===== src/rtl/ctrl_decode_pipe_pkg.sv =====
// Shared types, field offsets and word assembly for the control-word decode pipe.
// Feature macro: CTRL_DECODE_PARITY_EN (adds registered out_par).
package ctrl_decode_pkg;

    typedef enum logic [1:0] {
        CLS_A     = 2'd0,
        CLS_B     = 2'd1,
        CLS_C     = 2'd2,
        CLS_MULTI = 2'd3
    } ctrl_cls_e;

    typedef enum logic [1:0] {
        ST_IDLE   = 2'd0,
        ST_HOLD   = 2'd1,
        ST_EXPAND = 2'd2
    } ctrl_state_e;

    localparam int CLS_W       = 2;
    localparam int CLS_OH_W    = 4;
    localparam int CLS_LSB     = 0;
    localparam int FUNC_LSB    = CLS_LSB + CLS_OH_W;
    localparam int MAX_FUNC_OH = 32;
    localparam int MAX_CNT_W   = 8;
    localparam int MAX_CTRL_W  = 64;

    function automatic int opc_width(input int func_w, input int cnt_w);
        return CLS_W + func_w + cnt_w;
    endfunction

    function automatic int ctrl_width(input int func_w, input int cnt_w);
        return CLS_OH_W + (1 << func_w) + cnt_w + 2;
    endfunction

    // Field positions above the func one-hot move with func_w, so they are
    // computed here; callers truncate the result to their own word width.
    function automatic logic [MAX_CTRL_W-1:0] ctrl_word(
        input logic [CLS_OH_W-1:0]    cls,
        input logic [MAX_FUNC_OH-1:0] func,
        input logic [MAX_CNT_W-1:0]   idx,
        input logic                   first,
        input logic                   last,
        input int                     func_w,
        input int                     cnt_w
    );
        logic [MAX_CTRL_W-1:0] w;
        int                    idx_lsb;
        idx_lsb = FUNC_LSB + (1 << func_w);
        w = MAX_CTRL_W'(cls) << CLS_LSB;
        w = w | (MAX_CTRL_W'(func) << FUNC_LSB);
        w = w | (MAX_CTRL_W'(idx) << idx_lsb);
        w = w | (MAX_CTRL_W'(first) << (idx_lsb + cnt_w));
        w = w | (MAX_CTRL_W'(last) << (idx_lsb + cnt_w + 1));
        return w;
    endfunction

endpackage


===== src/rtl/ctrl_decode_pipe_if.sv =====
// Fetch-side and datapath-side handshakes of the decode pipe bundled in one interface.
// out_par exists only when CTRL_DECODE_PARITY_EN is defined.
interface ctrl_decode_pipe_if #(
    parameter int FUNC_W = 3,
    parameter int CNT_W  = 2
);
    import ctrl_decode_pkg::*;

    localparam int OPC_W  = opc_width(FUNC_W, CNT_W);
    localparam int CTRL_W = ctrl_width(FUNC_W, CNT_W);

    logic              in_valid;
    logic              in_ready;
    logic [OPC_W-1:0]  in_opc;
    logic              out_valid;
    logic              out_ready;
    logic [CTRL_W-1:0] out_ctrl;
`ifdef CTRL_DECODE_PARITY_EN
    logic              out_par;

    modport master (
        output in_valid, in_opc, out_ready,
        input  in_ready, out_valid, out_ctrl, out_par
    );

    modport slave (
        input  in_valid, in_opc, out_ready,
        output in_ready, out_valid, out_ctrl, out_par
    );
`else
    modport master (
        output in_valid, in_opc, out_ready,
        input  in_ready, out_valid, out_ctrl
    );

    modport slave (
        input  in_valid, in_opc, out_ready,
        output in_ready, out_valid, out_ctrl
    );
`endif

endinterface


===== src/rtl/ctrl_onehot_enc.sv =====
// Binary to one-hot encoder; used for the class and function fields.
module ctrl_onehot_enc #(
    parameter int IN_W = 2
) (
    input  logic [IN_W-1:0]      bin,
    output logic [2**IN_W-1:0]   onehot
);

    always_comb begin
        onehot      = '0;
        onehot[bin] = 1'b1;
    end

endmodule


===== src/rtl/ctrl_decode_pipe.sv =====
// Handshaked opcode decoder that expands MULTI opcodes into counted micro-op words.
// Define CTRL_DECODE_PARITY_EN to add the registered even-parity output out_par.
//
// state  | meaning
// IDLE   | output register empty
// HOLD   | word presented, no micro-ops remain after it
// EXPAND | word presented, more micro-ops of this opcode remain
import ctrl_decode_pkg::*;

module ctrl_decode_pipe #(
    parameter int FUNC_W = 3,
    parameter int CNT_W  = 2
) (
    input  logic              clk,
    input  logic              rst,
    ctrl_decode_pipe_if.slave bus
);

    localparam int OPC_W     = opc_width(FUNC_W, CNT_W);
    localparam int FUNC_OH_W = 2**FUNC_W;
    localparam int CTRL_W    = ctrl_width(FUNC_W, CNT_W);

    localparam logic [1:0] IDLE   = ST_IDLE;
    localparam logic [1:0] HOLD   = ST_HOLD;
    localparam logic [1:0] EXPAND = ST_EXPAND;

    logic [1:0]           state_q, state_d;
    logic [CLS_W-1:0]     cls_q, cls_d;
    logic [FUNC_W-1:0]    func_q, func_d;
    logic [CNT_W-1:0]     cnt_q, cnt_d;
    logic [CNT_W-1:0]     idx_q, idx_d, idx_inc;
    logic [CTRL_W-1:0]    ctrl_q, ctrl_d;
    logic [CLS_OH_W-1:0]  cls_oh;
    logic [FUNC_OH_W-1:0] func_oh;
    logic [CLS_W-1:0]     in_cls;
    logic [FUNC_W-1:0]    in_func;
    logic [CNT_W-1:0]     in_cnt;
    logic                 in_ready, accept, consume;
    logic                 word_ld, go_idle, first_d, last_d;

    assign in_cls  = bus.in_opc[OPC_W-1 -: CLS_W];
    assign in_func = bus.in_opc[CNT_W +: FUNC_W];
    assign in_cnt  = bus.in_opc[CNT_W-1:0];

    assign in_ready = (state_q == IDLE) || ((state_q == HOLD) && bus.out_ready);
    assign accept   = bus.in_valid && in_ready;
    assign consume  = (state_q != IDLE) && bus.out_ready;
    assign idx_inc  = idx_q + CNT_W'(1);

    always_comb begin
        state_d = state_q;
        cls_d   = cls_q;
        func_d  = func_q;
        cnt_d   = cnt_q;
        idx_d   = idx_q;
        first_d = 1'b1;
        last_d  = 1'b1;
        word_ld = 1'b0;
        go_idle = 1'b0;
        if (accept) begin
            // SINGLE classes ignore the count field, so store zero to make them one word.
            word_ld = 1'b1;
            cls_d   = in_cls;
            func_d  = in_func;
            cnt_d   = (in_cls == CLS_MULTI) ? in_cnt : '0;
            idx_d   = '0;
            last_d  = (cnt_d == '0);
            state_d = last_d ? HOLD : EXPAND;
        end else if (consume) begin
            if (state_q == EXPAND) begin
                word_ld = 1'b1;
                idx_d   = idx_inc;
                first_d = 1'b0;
                last_d  = (idx_inc == cnt_q);
                state_d = last_d ? HOLD : EXPAND;
            end else begin
                go_idle = 1'b1;
                state_d = IDLE;
            end
        end
    end

    ctrl_onehot_enc #(.IN_W(CLS_W)) u_cls_enc (
        .bin    (cls_d),
        .onehot (cls_oh)
    );

    ctrl_onehot_enc #(.IN_W(FUNC_W)) u_func_enc (
        .bin    (func_d),
        .onehot (func_oh)
    );

    always_comb begin
        ctrl_d = ctrl_q;
        if (word_ld) begin
            ctrl_d = CTRL_W'(ctrl_word(cls_oh, MAX_FUNC_OH'(func_oh), MAX_CNT_W'(idx_d),
                                       first_d, last_d, FUNC_W, CNT_W));
        end else if (go_idle) begin
            ctrl_d = '0;
        end
    end

    always_ff @(posedge clk) begin
        if (rst) begin
            state_q <= IDLE;
            cls_q   <= '0;
            func_q  <= '0;
            cnt_q   <= '0;
            idx_q   <= '0;
            ctrl_q  <= '0;
        end else begin
            state_q <= state_d;
            cls_q   <= cls_d;
            func_q  <= func_d;
            cnt_q   <= cnt_d;
            idx_q   <= idx_d;
            ctrl_q  <= ctrl_d;
        end
    end

    assign bus.in_ready  = in_ready;
    assign bus.out_valid = (state_q != IDLE);
    assign bus.out_ctrl  = ctrl_q;

`ifdef CTRL_DECODE_PARITY_EN
    logic par_q;

    always_ff @(posedge clk) begin
        if (rst) begin
            par_q <= 1'b0;
        end else begin
            par_q <= ^ctrl_d;
        end
    end

    assign bus.out_par = par_q;
`endif

endmodule


===== src/flat_wrapper.sv =====
// flat-port wrapper written by rule: the top's interface ports become plain ports
module ctrl_decode_pipe_flat 
#(
    parameter int FUNC_W = 3,
    parameter int CNT_W  = 2
)
  (clk, rst, bus_in_valid, bus_in_opc, bus_out_ready, bus_in_ready, bus_out_valid, bus_out_ctrl);
  ctrl_decode_pipe_if #(.FUNC_W(FUNC_W), .CNT_W(CNT_W)) bus_i ();
  input  logic clk;
  input  logic rst;
  input wire logic [$bits(bus_i.in_valid)-1:0] bus_in_valid;
  input wire logic [$bits(bus_i.in_opc)-1:0] bus_in_opc;
  input wire logic [$bits(bus_i.out_ready)-1:0] bus_out_ready;
  output wire logic [$bits(bus_i.in_ready)-1:0] bus_in_ready;
  output wire logic [$bits(bus_i.out_valid)-1:0] bus_out_valid;
  output wire logic [$bits(bus_i.out_ctrl)-1:0] bus_out_ctrl;
  assign bus_i.in_valid = bus_in_valid;
  assign bus_i.in_opc = bus_in_opc;
  assign bus_i.out_ready = bus_out_ready;
  assign bus_in_ready = bus_i.in_ready;
  assign bus_out_valid = bus_i.out_valid;
  assign bus_out_ctrl = bus_i.out_ctrl;
  ctrl_decode_pipe #(.FUNC_W(FUNC_W), .CNT_W(CNT_W)) u_core (.clk(clk), .rst(rst), .bus(bus_i));
endmodule

===== config.mk =====
export PLATFORM = sky130hd
export DESIGN_NAME = ctrl_decode_pipe_flat
export DESIGN_NICKNAME = d
export VERILOG_FILES = /design/src/rtl/ctrl_decode_pipe_pkg.sv /design/src/rtl/ctrl_decode_pipe_if.sv /design/src/rtl/ctrl_onehot_enc.sv /design/src/rtl/ctrl_decode_pipe.sv /design/src/flat_wrapper.sv
export SDC_FILE = /design/constraint.sdc
export NUM_CORES = 1
export LEC_CHECK = 0
export ABC_AREA = 1
export BUFFER_PORTS_ARGS = -buffer_cell sky130_fd_sc_hd__buf_2
export CAP_MARGIN = 20
export CORE_ASPECT_RATIO = 0.8
export CORE_MARGIN = 2
export CORE_UTILIZATION = 50
export CTS_CLUSTER_DIAMETER = 80
export DETAILED_ROUTE_END_ITERATION = 7
export PLACE_DENSITY = 0.75
export SLEW_MARGIN = 20
export SYNTH_ARGS = -nofsm -noshare
export SYNTH_HDL_FRONTEND = slang
export SYNTH_SLANG_ARGS = --single-unit

===== constraint.sdc =====
create_clock -name clk -period 2.69 [get_ports clk]
set_input_delay 0.1345 -clock clk [delete_from_list [all_inputs] [get_ports clk]]
set_output_delay 0.1345 -clock clk [all_outputs]
set_load 0.02 [all_outputs]

==> flow_summary.yaml, run 1 <==
floorplan:
  initial_core_util: 0.515
  fp.dieArea_um2: 2890
  core_um2: 2400
  die_h_um: 48.5
  die_w_um: 59.6
  ioPinCount: 29
  num_rows: 16
global_routing:
  grt_use_met1: 0.275
  grt_max_degree: 25
  met2_usage: 0.346
  grt_pass1_wl_um: 4670
  grt_pass1_vias: 1106
  met3_usage: 0.0481
  grtUsageTotal: 0.207
  antenna_found_initial: 0
  grt_busiest_layer: "met2"
  overflow: 0
synth:
  yosysWarnings: 0
  netlist_area_um2: 1240
  yosys.cell_types.count: 22
  synth_seq_cells: 27
  seq_area_frac_synth: 0.437
  syn-mean-instance-area_um2: 7.15
  synth_cells: 173
  synth_nets: 184
placed_design:
  gp_congestion: 0.870
  pre_cts_ws_ps: 1290
  dp.cells: 223
  dp_hpwl_um: 2090
  portBuffers: 28
clock_network:
  clk_pin_slew_worst_paths_ps: 150
  cts-root-buf: "clkbuf_4"
  insertion_delay_ps: 330
  cts_buffers: 3
  post_cts_buffers: 0
  cts_tree: "built"
  htree_num_levels: 1
  cts_buffer_depth: 2
  numClockSinks: 27
  postCtsHoldBufs: 0
  cts_resized: 0
power:
  leakage_nw: 0.697
  p_int_w: 0.000534
  seq_power_share: 0.555
  max-vdd-ir-drop_uv: 368
  pwr-share-clk: 0.223
  share_comb_of_total_power: 0.221
  powerDensity_nw_per_um2: 562
  power.switching_w: 0.000254
  p_sw_frac: 0.322
sta:
  tightest_slew_ps: 445
  worst_slack_ps: 1260
  fin_crit_ps: 1430
  hold_violations: 0
  setup_tns_ps: 0
  finalSetupViolCount: 0
  max_slew_margin: 0.702
  slew_viol_final: 0
  finalCritPeriodShare: 0.532
  fin_skew_ps: 6.58
  rsz0062_at_grt: "false"
  fmax_mhz: 698
worst_setup_path:
  r2r_slack_ps: 1260
  critPathMaxFanout: 19
  end_kind: "flop"
  ff2ff_path_depth: 7
  r2r-end: "u_core.bus.out_ctrl[4]$_SDFFE_PP0P_"
  crit_type: "reg2reg"
  crit_arrival_ps: 1700
  r2r-start: "u_core.state_q[1]$_SDFFE_PP0P_"
  start_kind: "flop"
  crit_required_ps: 2960
detailed_routing:
  viasPerCell: 5.18
  drt_pass1_iterations: 4
  totalWireLength_um: 2690
  avgRoutedWirePerCell_um: 11.8
  antenna_left: 0
  drc_errors: 0
  drtIter0Drc: 25
  vias: 1176
final_layout:
  fin_cells: 227
  antennaDiodeCount: 0
  syn2layout_area_growth_pct: 13.5
  fin_nets: 212
  multi_input_area_um2: 582
  fill_cells: 243
  drive_gt1_frac: 0.225
  seq_area_um2: 541
flow_run:
  maxCapViolCount: 0
run_status:
  status: "complete, no violations"
hold_path:
  whs_path_depth: 3
  worst_hold_path.endpoint: "u_core.cnt_q[0]$_SDFFE_PP0P_"
  hold_start: "bus_in_opc[0]"
  hold_path_class: "in2reg"
## kinds of logic after synthesis
logic type             count (synthesis)  synth area share
XOR/XNOR                               1           0.00709
buffers and inverters                 26            0.0921
AO/OA/AOI/OAI                         23             0.108
flip-flops                            27             0.437
AND/OR/NAND/NOR                       96             0.355
## power by group through the flow
stage / Sequential, W / Combinational [W] / Clock (W)
after floorplan: 0.000461 / 0.000117 / 0
after global placement: 0.000445 / 0.000170 / 0
after detailed placement: 0.000447 / 0.000175 / 0
after CTS: 0.000438 / 0.000176 / 0.000182
after global routing: 0.000441 / 0.000196 / 0.000199
final: 0.000438 / 0.000174 / 0.000176
## cells in the mapped netlist
cell type	n	area, µm²
a21oi_1	17	85.1
a31oi_1	1	6.26
buf_2	1	5.00
buf_6	2	22.5
clkbuf_1	2	7.51
dfxtp_1	27	541
inv_1	16	60.1
inv_2	5	18.8
nand2_1	55	206
nand2_2	2	12.5
nand2_4	1	11.3
nand3_1	12	60.1
nand3_4	1	17.5
nand4_1	9	56.3
nor2_1	14	52.6
nor2_4	2	22.5
o211ai_1	1	7.51
o21ai_0	1	5.00
o21ai_1	1	5.00
o21ai_2	1	8.76
o21ai_4	1	16.3
xor2_1	1	8.76
## metrics by stage
stage / instance area, µm² / total power [W] / utilization / hold WS, ps
finish: 1400 / 0.000788 / 0.584 / 79.9
global route: 1400 / 0.000835 / 0.584 / 65.8
CTS: 1400 / 0.000796 / 0.584 / 69.2
detailed placement: 1380 / 0.000622 / 0.572 / 436
global placement: 1380 / 0.000615 / 0.572 / 427
floorplan: 1240 / 0.000578 / - / 204
## state kept, by name (all words and copies together), names as in the netlist
register             flops
u_core.func_q            3
u_core.bus.out_ctrl     16
u_core.state_q           2
u_core.idx_q             2
u_core.cnt_q             2
u_core.cls_q             2
## worst max-delay path by stage
stage,from,end,slack (ps),depth (start not counted)
after floorplan,u_core.state_q[0]$_SDFFE_PP0P_,u_core.bus.out_ctrl[1]$_SDFFE_PP0P_,1450,5
after global placement,u_core.state_q[1]$_SDFFE_PP0P_,u_core.bus.out_ctrl[10]$_SDFFE_PP0P_,1350,7
after detailed placement,u_core.state_q[1]$_SDFFE_PP0P_,u_core.bus.out_ctrl[4]$_SDFFE_PP0P_,1290,7
after CTS,u_core.state_q[1]$_SDFFE_PP0P_,u_core.bus.out_ctrl[4]$_SDFFE_PP0P_,1250,7
after global routing,u_core.state_q[1]$_SDFFE_PP0P_,u_core.bus.out_ctrl[9]$_SDFFE_PP0P_,1090,7
final,u_core.state_q[1]$_SDFFE_PP0P_,u_core.bus.out_ctrl[4]$_SDFFE_PP0P_,1260,7
## layout make-up
| cell class | instances | share of cell area |
|---|---|---|
| multi-input cells | 120 | 0.415 |
| flip-flops and latches | 27 | 0.385 |
| repair buffers | 28 | 0.0999 |
| inverters | 21 | 0.0562 |
| well taps | 27 | 0.0241 |
| clock buffers | 3 | 0.0161 |
| clock inverters | 1 | 0.00357 |
## cells in the final DEF (no fill, tap or decap), drive strengths merged
cell / count
a21oi: 17
a31oi: 1
buf: 28
clkbuf: 3
clkinv: 1
dfxtp: 27
inv: 21
nand2: 58
nand3: 13
nand4: 9
nor2: 16
o211ai: 1
o21ai: 4
xor2: 1
## critical path, stage by stage, from the launching register on
cell and delay (ps):
dfxtp_1 370, inv_2 160, nand3_4 220, nand2_2 190, inv_2 90, nor2_4 140, nand2_1 70, a21oi_1 130
## metal layers
| metal | part of all wire | wire length (µm) | vias up |
|---|---|---|---|
| met1 | 0.47 | 1260 | 536 |
| met2 | 0.48 | 1290 | 27 |
| met4 | 0.0071 | 19 | 0 |
| met3 | 0.044 | 119 | 4 |
| li1 | - | - | 609 |
| met5 | 0 | 0 | - |
No activity file was read; power rests on OpenSTA's default activity.
==> run 2, diff against run 1 <==
CORE_UTILIZATION = 47   (was 50)
PLACE_DENSITY = 0.74   (was 0.75)
clock period = 1.3 ns   (was 2.69 ns; I/O delays follow)
==> flow_summary.yaml, run 2 (synthesized netlist as in run 1, its figures left out) <==
final_layout:
  drive_gt1_frac: 0.286
  antennaDiodeCount: 0
  syn2layout_area_growth_pct: 23.7
  fin_cells: 246
  largest_reg_flops: 16
  final_common_cell: "nand2_1"
  final_cell_mix: "nand2_1, buf_2, dfxtp_1"
  final_cell_area_um2: 1530
  fin_nets: 222
hold_path:
  hold_start: "bus_in_opc[5]"
  hold_path_class: "in2reg"
  whs_path_depth: 3
  worst_hold_path.endpoint: "u_core.cls_q[0]$_SDFF_PP0_"
flow_run:
  maxCapViolCount: 0
detailed_routing:
  totalWireLength_um: 2980
  antenna_left: 0
  drt_pass1_iterations: 4
  vias: 1252
  avgRoutedWirePerCell_um: 12.1
  drtIter0Drc: 83
  viasPerCell: 5.09
  drc_errors: 0
sta:
  max_slew_margin: 0.807
  slew_viol_final: 0
  finalCritPeriodShare: 0.955
  fmax_mhz: 806
  fin_skew_ps: 15.6
  tightest_slew_ps: 289
  hold_violations: 0
  fin_crit_ps: 1240
  rsz0062_at_grt: "true"
  finalSetupViolCount: 0
  setup_tns_ps: 0
placed_design:
  portBuffers: 28
  dp.cells: 238
  placed_cell_area_um2: 1440
  dp_hpwl_um: 2170
  gp_congestion: 0.805
run_status:
  status: "complete, no violations"
floorplan:
  initial_core_util: 0.498
  ioPinCount: 29
  die_h_um: 49.9
  num_rows: 16
  fp.dieArea_um2: 3060
  core_um2: 2480
  die_w_um: 61.3
clock_network:
  numClockSinks: 27
  clk_pin_slew_worst_paths_ps: 170
  insertion_delay_ps: 350
  cts_tree: "built"
  cts_buffers: 3
  htree_num_levels: 1
  cts_buffer_depth: 2
  cts-root-buf: "clkbuf_4"
global_routing:
  grt_pass1_wl_um: 4830
  antenna_found_initial: 0
  overflow: 0
  grtUsageTotal: 0.206
  grt_max_degree: 17
  grt_pass1_vias: 1136
power:
  leakage_nw: 0.748
  max-vdd-ir-drop_uv: 881
  powerDensity_nw_per_um2: 1130
worst_setup_path:
  cpMaxStageDelayCell: "dfxtp_4"
  r2r_slack_ps: 60
  r2r-start: "u_core.state_q[1]$_SDFFE_PP0P_"
  crit_type: "reg2reg"
  r2r-end: "u_core.bus.out_ctrl[9]$_SDFFE_PP0P_"
  end_kind: "flop"
  cp_cell_sequence: "inv_4 > buf_4 > nand4_1 > nand2_1 > nor2_4 > nand2_1 > a21oi_1"
  critPathMaxFanout: 6
  start_kind: "flop"
  max_stage_delay_ps: 410
  ff2ff_path_depth: 7
  path_buf_inv: 2
  crit_family: "simple AND/OR/NAND/NOR gates"
  crit_top_cell: "nand2_1"
  crit_required_ps: 1580
  crit_arrival_ps: 1520
run 2: changes by cell type in the layout (fill, tap and decap cells not counted), moves of 2 or more:
cell	before	now
nor2_2	0	2
dfxtp_1	27	25
buf_4	0	7
a21oi_1	17	15
a21oi_2	0	2
nor2_1	14	12
run 2: per-stage QoR:
stage	utilization	power (W)	hold WS [ps]	setup WS [ps]
after detailed placement	0.582	0.00132	366	55.9
after floorplan	-	0.00120	134	58.9
final	0.616	0.00173	48.5	58.5
after CTS	0.599	0.00171	26.4	3.69
after global placement	0.582	0.00131	355	83.6
after global routing	0.616	0.00182	29.8	-47.7
run 2: worst min-delay path: cells and delay by family:
family	cells	cell delay [ps]
AOI/OAI and AO/OA	1	90
buffers and inverters	1	120
and+or+nand+nor	1	80
run 2: worst max-delay path by stage:
stage,to,cells after the start,start,slack [ps]
after floorplan,u_core.bus.out_ctrl[1]$_SDFFE_PP0P_,5,u_core.state_q[0]$_SDFFE_PP0P_,60
after global placement,u_core.bus.out_ctrl[8]$_SDFFE_PP0P_,6,u_core.state_q[1]$_SDFFE_PP0P_,80
after detailed placement,u_core.bus.out_ctrl[9]$_SDFFE_PP0P_,7,u_core.state_q[0]$_SDFFE_PP0P_,60
after CTS,u_core.bus.out_ctrl[9]$_SDFFE_PP0P_,7,u_core.state_q[0]$_SDFFE_PP0P_,4
after global routing,u_core.bus.out_ctrl[10]$_SDFFE_PP0P_,7,u_core.state_q[0]$_SDFFE_PP0P_,-50
final,u_core.bus.out_ctrl[9]$_SDFFE_PP0P_,7,u_core.state_q[1]$_SDFFE_PP0P_,60
run 2: power breakdown:
group / internal, W / switching (W)
registers: 0.000878 / 0.0000289
logic: 0.000157 / 0.000270
clock network: 0.000118 / 0.000278
run 2: layout make-up:
class                           count  area [µm²]
Clock buffer                        3        22.5
Clock inverter                      1        7.51
Fill cell                         258         953
Inverter                           21        81.3
Multi-Input combinational cell    121         604
Sequential cell                    27         546
Tap cell                           36        45.0
Timing Repair Buffer               37         223
run 2: what timing repair did:
action / 4_1_cts / 5_1_grt
setup buffers: 0 / 2
endpoints found under the setup margin: 1 / 17
hold buffers: 1 / 0
gates cloned: 0 / 1
endpoints found under the hold margin: 1 / 0
resized for setup: 1 / 7
pin swaps: 0 / 1
run 2: metal layers:
layer	vias to the layer above	GRT usage	wire length (µm)
met3	10	0.0525	182
met1	558	0.272	1370
met2	48	0.337	1370
met4	0	0.0461	47
li1	636	-	-
met5	-	0	0
